<file path="config.mk">
export PLATFORM = sky130hd
export DESIGN_NAME = cell_config_loader
export DESIGN_NICKNAME = d
export VERILOG_FILES = /design/src/rtl/cell_config_loader.sv
export SDC_FILE = /design/constraint.sdc
export NUM_CORES = 1
export LEC_CHECK = 0
export BUFFER_PORTS_ARGS = -buffer_cell sky130_fd_sc_hd__buf_2
export CORE_UTILIZATION = 53
export DETAILED_ROUTE_END_ITERATION = 8
export HOLD_SLACK_MARGIN = 0.08
export PLACE_DENSITY = 0.8
export SYNTH_ARGS = -nofsm -noshare
export SYNTH_HDL_FRONTEND = slang
export SYNTH_SLANG_ARGS = --single-unit
</file>
<file path="constraint.sdc">
create_clock -name clk -period 3.01 [get_ports clk]
set_clock_uncertainty 0.15 [all_clocks]
set_input_delay 0.1505 -clock clk [delete_from_list [all_inputs] [get_ports clk]]
set_output_delay 0.1505 -clock clk [all_outputs]
set_load 0.03 [all_outputs]
</file>
<file path="src/rtl/cell_config_loader.sv">
// cell_config_loader
// Streams 4-bit cell RAM words from the HPS-side bus into the logic-cell
// array. A load pass programs cells 0..NUM_CELLS-1 in index order. The shared
// cell_ram bus is driven together with a one-hot cell_write_en strobe, so each
// cell latches its word on its strobe's rising edge.
//
// Ports:
//   clk            system clock, all logic on posedge
//   rst_n          synchronous active-low reset
//   start          one-cycle request to begin a pass (sampled only when idle)
//   cfg_data       next cell RAM word [STATE | NULL | RAM1 | RAM0]
//   cfg_valid      cfg_data valid
//   cfg_ready      loader accepts cfg_data this cycle
//   cell_ram       shared RAM word to all cells
//   cell_write_en  one-hot write strobe, bit i = cell i
//   cell_idx       index of the cell being programmed
//   busy           high from start acceptance until done
//   done           one-cycle pulse after the last cell is written
//   rd_idx         (CFG_READBACK_EN) shadow readback index
//   rd_data        (CFG_READBACK_EN) shadow word, one cycle after rd_idx
//
// Optional feature macro: CFG_READBACK_EN adds a shadow copy of every word
// written, readable through rd_idx/rd_data.
//
// state   | meaning
// --------+---------------------------------------------------------------
// IDLE    | waiting for start
// LOAD    | cfg_ready high, waiting for a cfg_valid handshake
// SETUP   | cell_ram settled for one cycle; strobe rises on exit
// STROBE  | strobe high for this cycle; falls on exit
// RELEASE | cell_ram held one more cycle; advance index or finish
// DONE    | last cell written; done pulses and busy drops on exit
module cell_config_loader #(
  parameter int NUM_CELLS = 16,
  parameter int IDX_W     = 4,
  parameter int RAM_W     = 4
) (
  input  logic                 clk,
  input  logic                 rst_n,
  input  logic                 start,
  input  logic [RAM_W-1:0]     cfg_data,
  input  logic                 cfg_valid,
  output logic                 cfg_ready,
  output logic [RAM_W-1:0]     cell_ram,
  output logic [NUM_CELLS-1:0] cell_write_en,
  output logic [IDX_W-1:0]     cell_idx,
  output logic                 busy,
  output logic                 done
`ifdef CFG_READBACK_EN
  ,
  input  logic [IDX_W-1:0]     rd_idx,
  output logic [RAM_W-1:0]     rd_data
`endif
);

  typedef enum logic [2:0] {
    S_IDLE,
    S_LOAD,
    S_SETUP,
    S_STROBE,
    S_RELEASE,
    S_DONE
  } state_t;

  localparam logic [NUM_CELLS-1:0] LP_ONE   = NUM_CELLS'(1);
  localparam logic [IDX_W-1:0]     LP_LAST  = IDX_W'(NUM_CELLS - 1);

  state_t               r_state;
  logic                 r_cfg_ready;
  logic [RAM_W-1:0]     r_cell_ram;
  logic [NUM_CELLS-1:0] r_write_en;
  logic [IDX_W-1:0]     r_cell_idx;
  logic                 r_busy;
  logic                 r_done;

  state_t               w_state_nxt;
  logic                 w_ready_nxt;
  logic [RAM_W-1:0]     w_ram_nxt;
  logic [NUM_CELLS-1:0] w_we_nxt;
  logic [IDX_W-1:0]     w_idx_nxt;
  logic                 w_busy_nxt;
  logic                 w_done_nxt;

  always_ff @(posedge clk) begin
    if (!rst_n) begin
      r_state <= S_IDLE;
    end else begin
      r_state <= w_state_nxt;
    end
  end

  // Next-state and next-output values; every output is registered below.
  always_comb begin
    w_state_nxt = r_state;
    w_ready_nxt = r_cfg_ready;
    w_ram_nxt   = r_cell_ram;
    w_we_nxt    = '0;
    w_idx_nxt   = r_cell_idx;
    w_busy_nxt  = r_busy;
    w_done_nxt  = 1'b0;
    case (r_state)
      S_IDLE: begin
        if (start) begin
          w_state_nxt = S_LOAD;
          w_busy_nxt  = 1'b1;
          w_idx_nxt   = '0;
          w_ready_nxt = 1'b1;
        end
      end
      S_LOAD: begin
        if (cfg_valid) begin
          w_ram_nxt   = cfg_data;
          w_ready_nxt = 1'b0;
          w_state_nxt = S_SETUP;
        end
      end
      S_SETUP: begin
        w_we_nxt    = LP_ONE << r_cell_idx;
        w_state_nxt = S_STROBE;
      end
      S_STROBE: begin
        w_state_nxt = S_RELEASE;
      end
      S_RELEASE: begin
        if (r_cell_idx == LP_LAST) begin
          w_state_nxt = S_DONE;
        end else begin
          w_idx_nxt   = r_cell_idx + 1'b1;
          w_ready_nxt = 1'b1;
          w_state_nxt = S_LOAD;
        end
      end
      S_DONE: begin
        w_done_nxt  = 1'b1;
        w_busy_nxt  = 1'b0;
        w_idx_nxt   = '0;
        w_state_nxt = S_IDLE;
      end
      default: begin
        w_state_nxt = S_IDLE;
        w_ready_nxt = 1'b0;
        w_busy_nxt  = 1'b0;
        w_idx_nxt   = '0;
      end
    endcase
  end

  always_ff @(posedge clk) begin
    if (!rst_n) begin
      r_cfg_ready <= 1'b0;
      r_cell_ram  <= '0;
      r_write_en  <= '0;
      r_cell_idx  <= '0;
      r_busy      <= 1'b0;
      r_done      <= 1'b0;
    end else begin
      r_cfg_ready <= w_ready_nxt;
      r_cell_ram  <= w_ram_nxt;
      r_write_en  <= w_we_nxt;
      r_cell_idx  <= w_idx_nxt;
      r_busy      <= w_busy_nxt;
      r_done      <= w_done_nxt;
    end
  end

  assign cfg_ready     = r_cfg_ready;
  assign cell_ram      = r_cell_ram;
  assign cell_write_en = r_write_en;
  assign cell_idx      = r_cell_idx;
  assign busy          = r_busy;
  assign done          = r_done;

`ifdef CFG_READBACK_EN
  logic [RAM_W-1:0] r_shadow [NUM_CELLS];
  logic [RAM_W-1:0] r_rd_data;

  always_ff @(posedge clk) begin
    if (!rst_n) begin
      for (int i = 0; i < NUM_CELLS; i++) begin
        r_shadow[i] <= '0;
      end
      r_rd_data <= '0;
    end else begin
      if (r_state == S_SETUP) begin
        r_shadow[r_cell_idx] <= r_cell_ram;
      end
      // Indices past the last cell read as zero.
      r_rd_data <= (int'(rd_idx) < NUM_CELLS) ? r_shadow[rd_idx] : '0;
    end
  end

  assign rd_data = r_rd_data;
`endif

endmodule

</file>
Word-level counts from Yosys, hierarchy flattened
Index checks and enable logic that the tools add are counted.
- register bits after elaboration: 30
- input port bits: 8
- output and inout bits: 27
- word-level logic and storage cells: 44
- add/subtract/negate cells: 1
- equal/unequal tests: 9
- shifts and indexed selects: 1
- mux-type cells: 13
- bitwise gates (word level): 3
- reduce and logical (&&, ||, !) cells: 10
- operator list (kind ; count):
    $shl A1 B4 Y16 const A ; 1
    $pmux W3 S5 ; 1
    $pmux W4 S3 ; 1
    $mux W3 ; 3
    $mux W4 ; 2
    $reduce_and A2 Y1 ; 4
    $eq A3 B2 Y1 const B ; 2
    $eq A3 B3 Y1 const B ; 2
    $ne A2 B2 Y1 const B ; 3
    $reduce_or A3 Y1 ; 2
    $add A4 B1 Y4 const B ; 1
    $eq A4 B4 Y1 const B ; 1
    $mux W1 ; 4
    $pmux W1 S4 ; 1
    $reduce_and A4 Y1 ; 1
    $reduce_or A4 Y1 ; 1
    $eq A3 B1 Y1 const B ; 1
    $logic_not A3 Y1 ; 1
    $not A1 Y1 ; 3
    $reduce_and A3 Y1 ; 1
    $pmux W1 S2 ; 1

Depth between registers and ports, before layout
- word-level depth: 4
- mapped depth: 6
- depth with buffers taken out: 5

Worst setup path before layout
OpenSTA, ideal clock, no wires.
- path kind: register -> register
- start: register r_cell_idx[0] (netlist: cell_idx[0])
- end: register r_cell_idx[3] (netlist: cell_idx[3])
- library setup time: 0.067 ns
- arrival time: 1.546 ns
- required time: 2.793 ns
- setup slack: 1.247 ns
- cell stages (with the launch flop): 6
- buffers on the path: 0
- period minus slack after synthesis: 1.763 ns
- cells stage by stage: dfxtp_1 -> ha_1 -> and3_1 -> o2bb2ai_2 -> or3_1 -> a21oi_2
- longest elaborated chain between the ends: 3
- elaborated cells on any way between the ends: 6
- classes of those cells: add/sub (1); eq/ne (2); mux (2); reduce/logical (1)
- RTL lines (element ; RTL line ; RTL):
    start, declared ; 72 ; logic [IDX_W-1:0] r_cell_idx;
    start signal, assigned ; 160 ; r_cell_idx <= w_idx_nxt;
    $add A4 B1 Y4 or $eq A4 B4 Y1 (tied branches) ; 128, 125 ;
    $mux W4 or $ne A2 B2 Y1 (tied branches) ; - ;
    $pmux W4 S3 or $reduce_and A3 Y1 (tied branches) ; - ;
Several ways; a longest one is shown, not always the timed one. The select of a mux whose other input is x is not followed.
A chain may end at the register's enable or synchronous reset.

Worst setup path after layout
- start: register r_state[0]
- end: register r_cell_ram[2] (netlist: cell_ram[2])
- longest elaborated chain between the ends: 2
- RTL lines (element ; RTL line ; RTL):
    start, declared ; 68 ; state_t r_state;
    start signal, assigned ; 88 ; r_state <= w_state_nxt;
    $eq A3 B1 Y1 ; 101 ; case (r_state)
    $reduce_and A2 Y1 (no line) ; - ;
    end signal, assigned ; 158 ; r_cell_ram <= w_ram_nxt;
    end, declared ; 70 ; logic [RAM_W-1:0] r_cell_ram;
No other way between the ends.

==> key figures <==
Cells and area
  – Area Overhead vs Synth: 29.48%
  – Fin util: 76.16%
  – Final std cells w/o fill: 193
  – Share of cells above drive strength 1: 28.31%
  – Fill cells: 159
  – Nets: 180
  – N_diodes: 0

Timing
  – Final slew viol count: 0
  – Tcrit/Tclk final: 72.55%
  – RSZ-0062 raised after global routing: false
  – Worst Tran Pin Value: 0.6039 ns
  – Setup_tns: 0 ns
  – Post-route setup slack: 0.8261 ns
  – Period minus WS final: 2.184 ns
  – Fmax: 457.9 MHz
  – Fin. Hold Viols: 0
  – Slew margin rel.: 59.68%
  – Final setup viols: 0

Yosys
  – Avg Inst Size Synth: 10.01 µm²
  – Syn nets: 134
  – Warnings from Yosys: 0
  – Post-synth EDFFs: 0
  – Distinct cell type count after synthesis: 35
  – Syn Std Cell Area: 0.001201 mm²
  – Synth Instances: 120
  – Largest cells by area after synthesis: dfxtp_1, and2_1, ha_1, mux2i_1, nor2b_1
  – Post-synth top flop: dfxtp_1
  – Share of the synthesized area in the top cell type: 50.00%
  – Post-synthesis async set-or-reset flop share: 0%
  – Yosys top cell by area: dfxtp_1
  – Post-synthesis sequential area ratio: 50.00%
  – Post-synthesis register bit count: 30

Global routing
  – Vias in the first global route: 848
  – Initial antenna violation count: 0
  – Gr ovfl total: 0
  – First-pass GRT wire length: 3691 µm
  – Largest net degree at the start of global routing: 20
  – Gr usage total: 20.49%

Setup path
  – Arr. time, crit path: 2.25 ns
  – CP Launch Type: flip-flop
  – Critical setup path kind: flip-flop to flip-flop
  – Crit. End Element: flip-flop
  – Worst-path fanout max: 11
  – Worst endpoint required time: 3.07 ns
  – Crit-path cells: nand3b_1 -> nor2_2 -> mux2i_1 -> nor2b_1 -> dlygate4sd3_1
  – Slowest stage cell on the critical path: dfxtp_1
  – Worst path max stage delay: 0.57 ns

Die
  – Die width: 49.61 µm
  – Die area: 0.002461 mm²
  – Core area: 0.002042 mm²
  – IO Pins: 35
  – Std-Cell Rows: 16
  – Initial core utilization: 58.82%
  – Die height: 49.61 µm

Placement
  – Placed Instances: 176
  – Pre-CTS setup slack: 1.255 ns
  – IO buf count: 34
  – Placer Congestion: 0.7971
  – DP Wirelength: 1546 µm

Power
  – Peak supply drop: 0.6106 mV
  – Pwr dens: 531.4 mW/mm²
  – Pleak: 0.7205 nW

Route
  – TritonRoute pass-1 iters: 4
  – DR WL/cell: 11.99 µm
  – Initial DRC count: 12
  – Post-route ant nets: 0
  – DRT Wirelength: 2315 µm
  – Vias per cell: 4.990
  – DR DRC count: 0
  – Vias: 963

CTS
  – CTS tree: yes
  – CTS root buf: clkbuf_4
  – Deepest clock path buffer count: 2
  – TritonCTS buffer count: 5
  – Worst-skew pair later-pin latency: 0.32 ns
  – # clock sinks: 30
  – Clock slew at reported path FFs: 0.09 ns
  – # H-tree levels: 2

Status
  – Status: completed

Job
  – # Max-Cap Violations: 0

Worst hold path
  – HP Class: primary input to flip-flop
## worst paths after layout
check | to | cells after the start | slack, ns | start
worst min register to register | busy | 2 | 0.38 | busy
worst min-delay path | r_state[0] | 4 | 0.15 | start
worst max register to register | cell_ram[2] | 5 | 0.83 | r_state[0]
worst max-delay path | cell_ram[2] | 5 | 0.83 | r_state[0]
## critical path: cells and delay by family (launching register included)
family	cells	cell delay (ns)
mux	1	0.27
simple gates	3	0.56
buf+inv	1	0.55
flops	1	0.57
## layout by cell type (no fill, tap or decap), drive strengths merged, types with 2 or more instances in the layout
cell type / n
buf: 34
inv: 4
ha: 6
and2: 13
nand2b: 2
dfxtp: 30
nand3b: 2
nor2: 9
nor3b: 3
dlygate4sd3: 10
clkbuf: 6
nand3: 2
nor3: 5
nor2b: 6
mux2i: 5
a21oi: 5
nand2: 9
o21ai: 2
## state kept, by name, indices dropped and copies added, names as in the netlist
register,cells
cell_ram,4
cfg_ready,1
cell_idx,4
busy,1
done,1
cell_write_en,16
r_state,3
## stage by stage
step | area [µm²] | total power [mW] | hold WS [ns]
6_report | 1555 | 0.8265 | 0.1502
5_1_grt | 1555 | 0.8612 | 0.1569
4_1_cts | 1555 | 0.8351 | 0.1210
3_5_place_dp | 1374 | 0.5055 | 0.2747
3_3_place_gp | 1374 | 0.5024 | 0.2599
2_1_floorplan | 1201 | 0.4848 | 0.1308
## layout make-up
cell class,instances,area (µm²),area share [%]
well taps,27,33.78,2.172
inverters,4,15.01,0.9654
multi-input cells,81,554.3,35.64
clock inverters,1,30.03,1.931
flip-flops and latches,30,600.6,38.62
clock buffers,6,51.30,3.298
repair buffers,44,270.3,17.38
## routing by layer
metal,up-vias,global-route usage (%),routed length (µm)
met3,4,5.556,122
met2,26,32.88,1153
met5,-,0,0
met4,0,12.86,30
met1,437,23.95,1009
li1,496,-,-
## power by group
group	leakage [nW]	switching (mW)	total, mW	internal, mW
registers	0.243	0.0135	0.420	0.407
logic	0.433	0.0472	0.0859	0.0387
clock network	0.0443	0.127	0.321	0.193
total	0.720	0.188	0.827	0.639
## logic make-up (layout without fill, tap and decap cells)
group,after synthesis,count (layout),synth area share [%]
buffers and inverters,9,55,3.854
adder cells (fa/ha/maj),6,6,6.250
AO/OA/AOI/OAI,12,12,7.292
flip-flops,30,30,50.00
AND/OR/NAND/NOR,57,57,27.71
multiplexers,5,5,4.167
XOR/XNOR,1,1,0.7293
## cells in the mapped netlist, drive strengths merged (2+ instances only)
cell / count
nand2: 9
nor3: 5
nor3b: 3
ha: 6
mux2i: 5
inv: 4
o21ai: 2
nand2b: 2
nand3: 2
a21oi: 5
nor2: 9
nor2b: 6
and2: 13
buf: 3
nand3b: 2
clkbuf: 2
dfxtp: 30
## repair_timing
action / 4_1_cts / 5_1_grt
hold buffers: 10 / 0
resized for setup: 0 / 0
endpoints found under the hold margin: 10 / 0
setup buffers: 0 / 0
No activity file was read; power rests on OpenSTA's default activity.
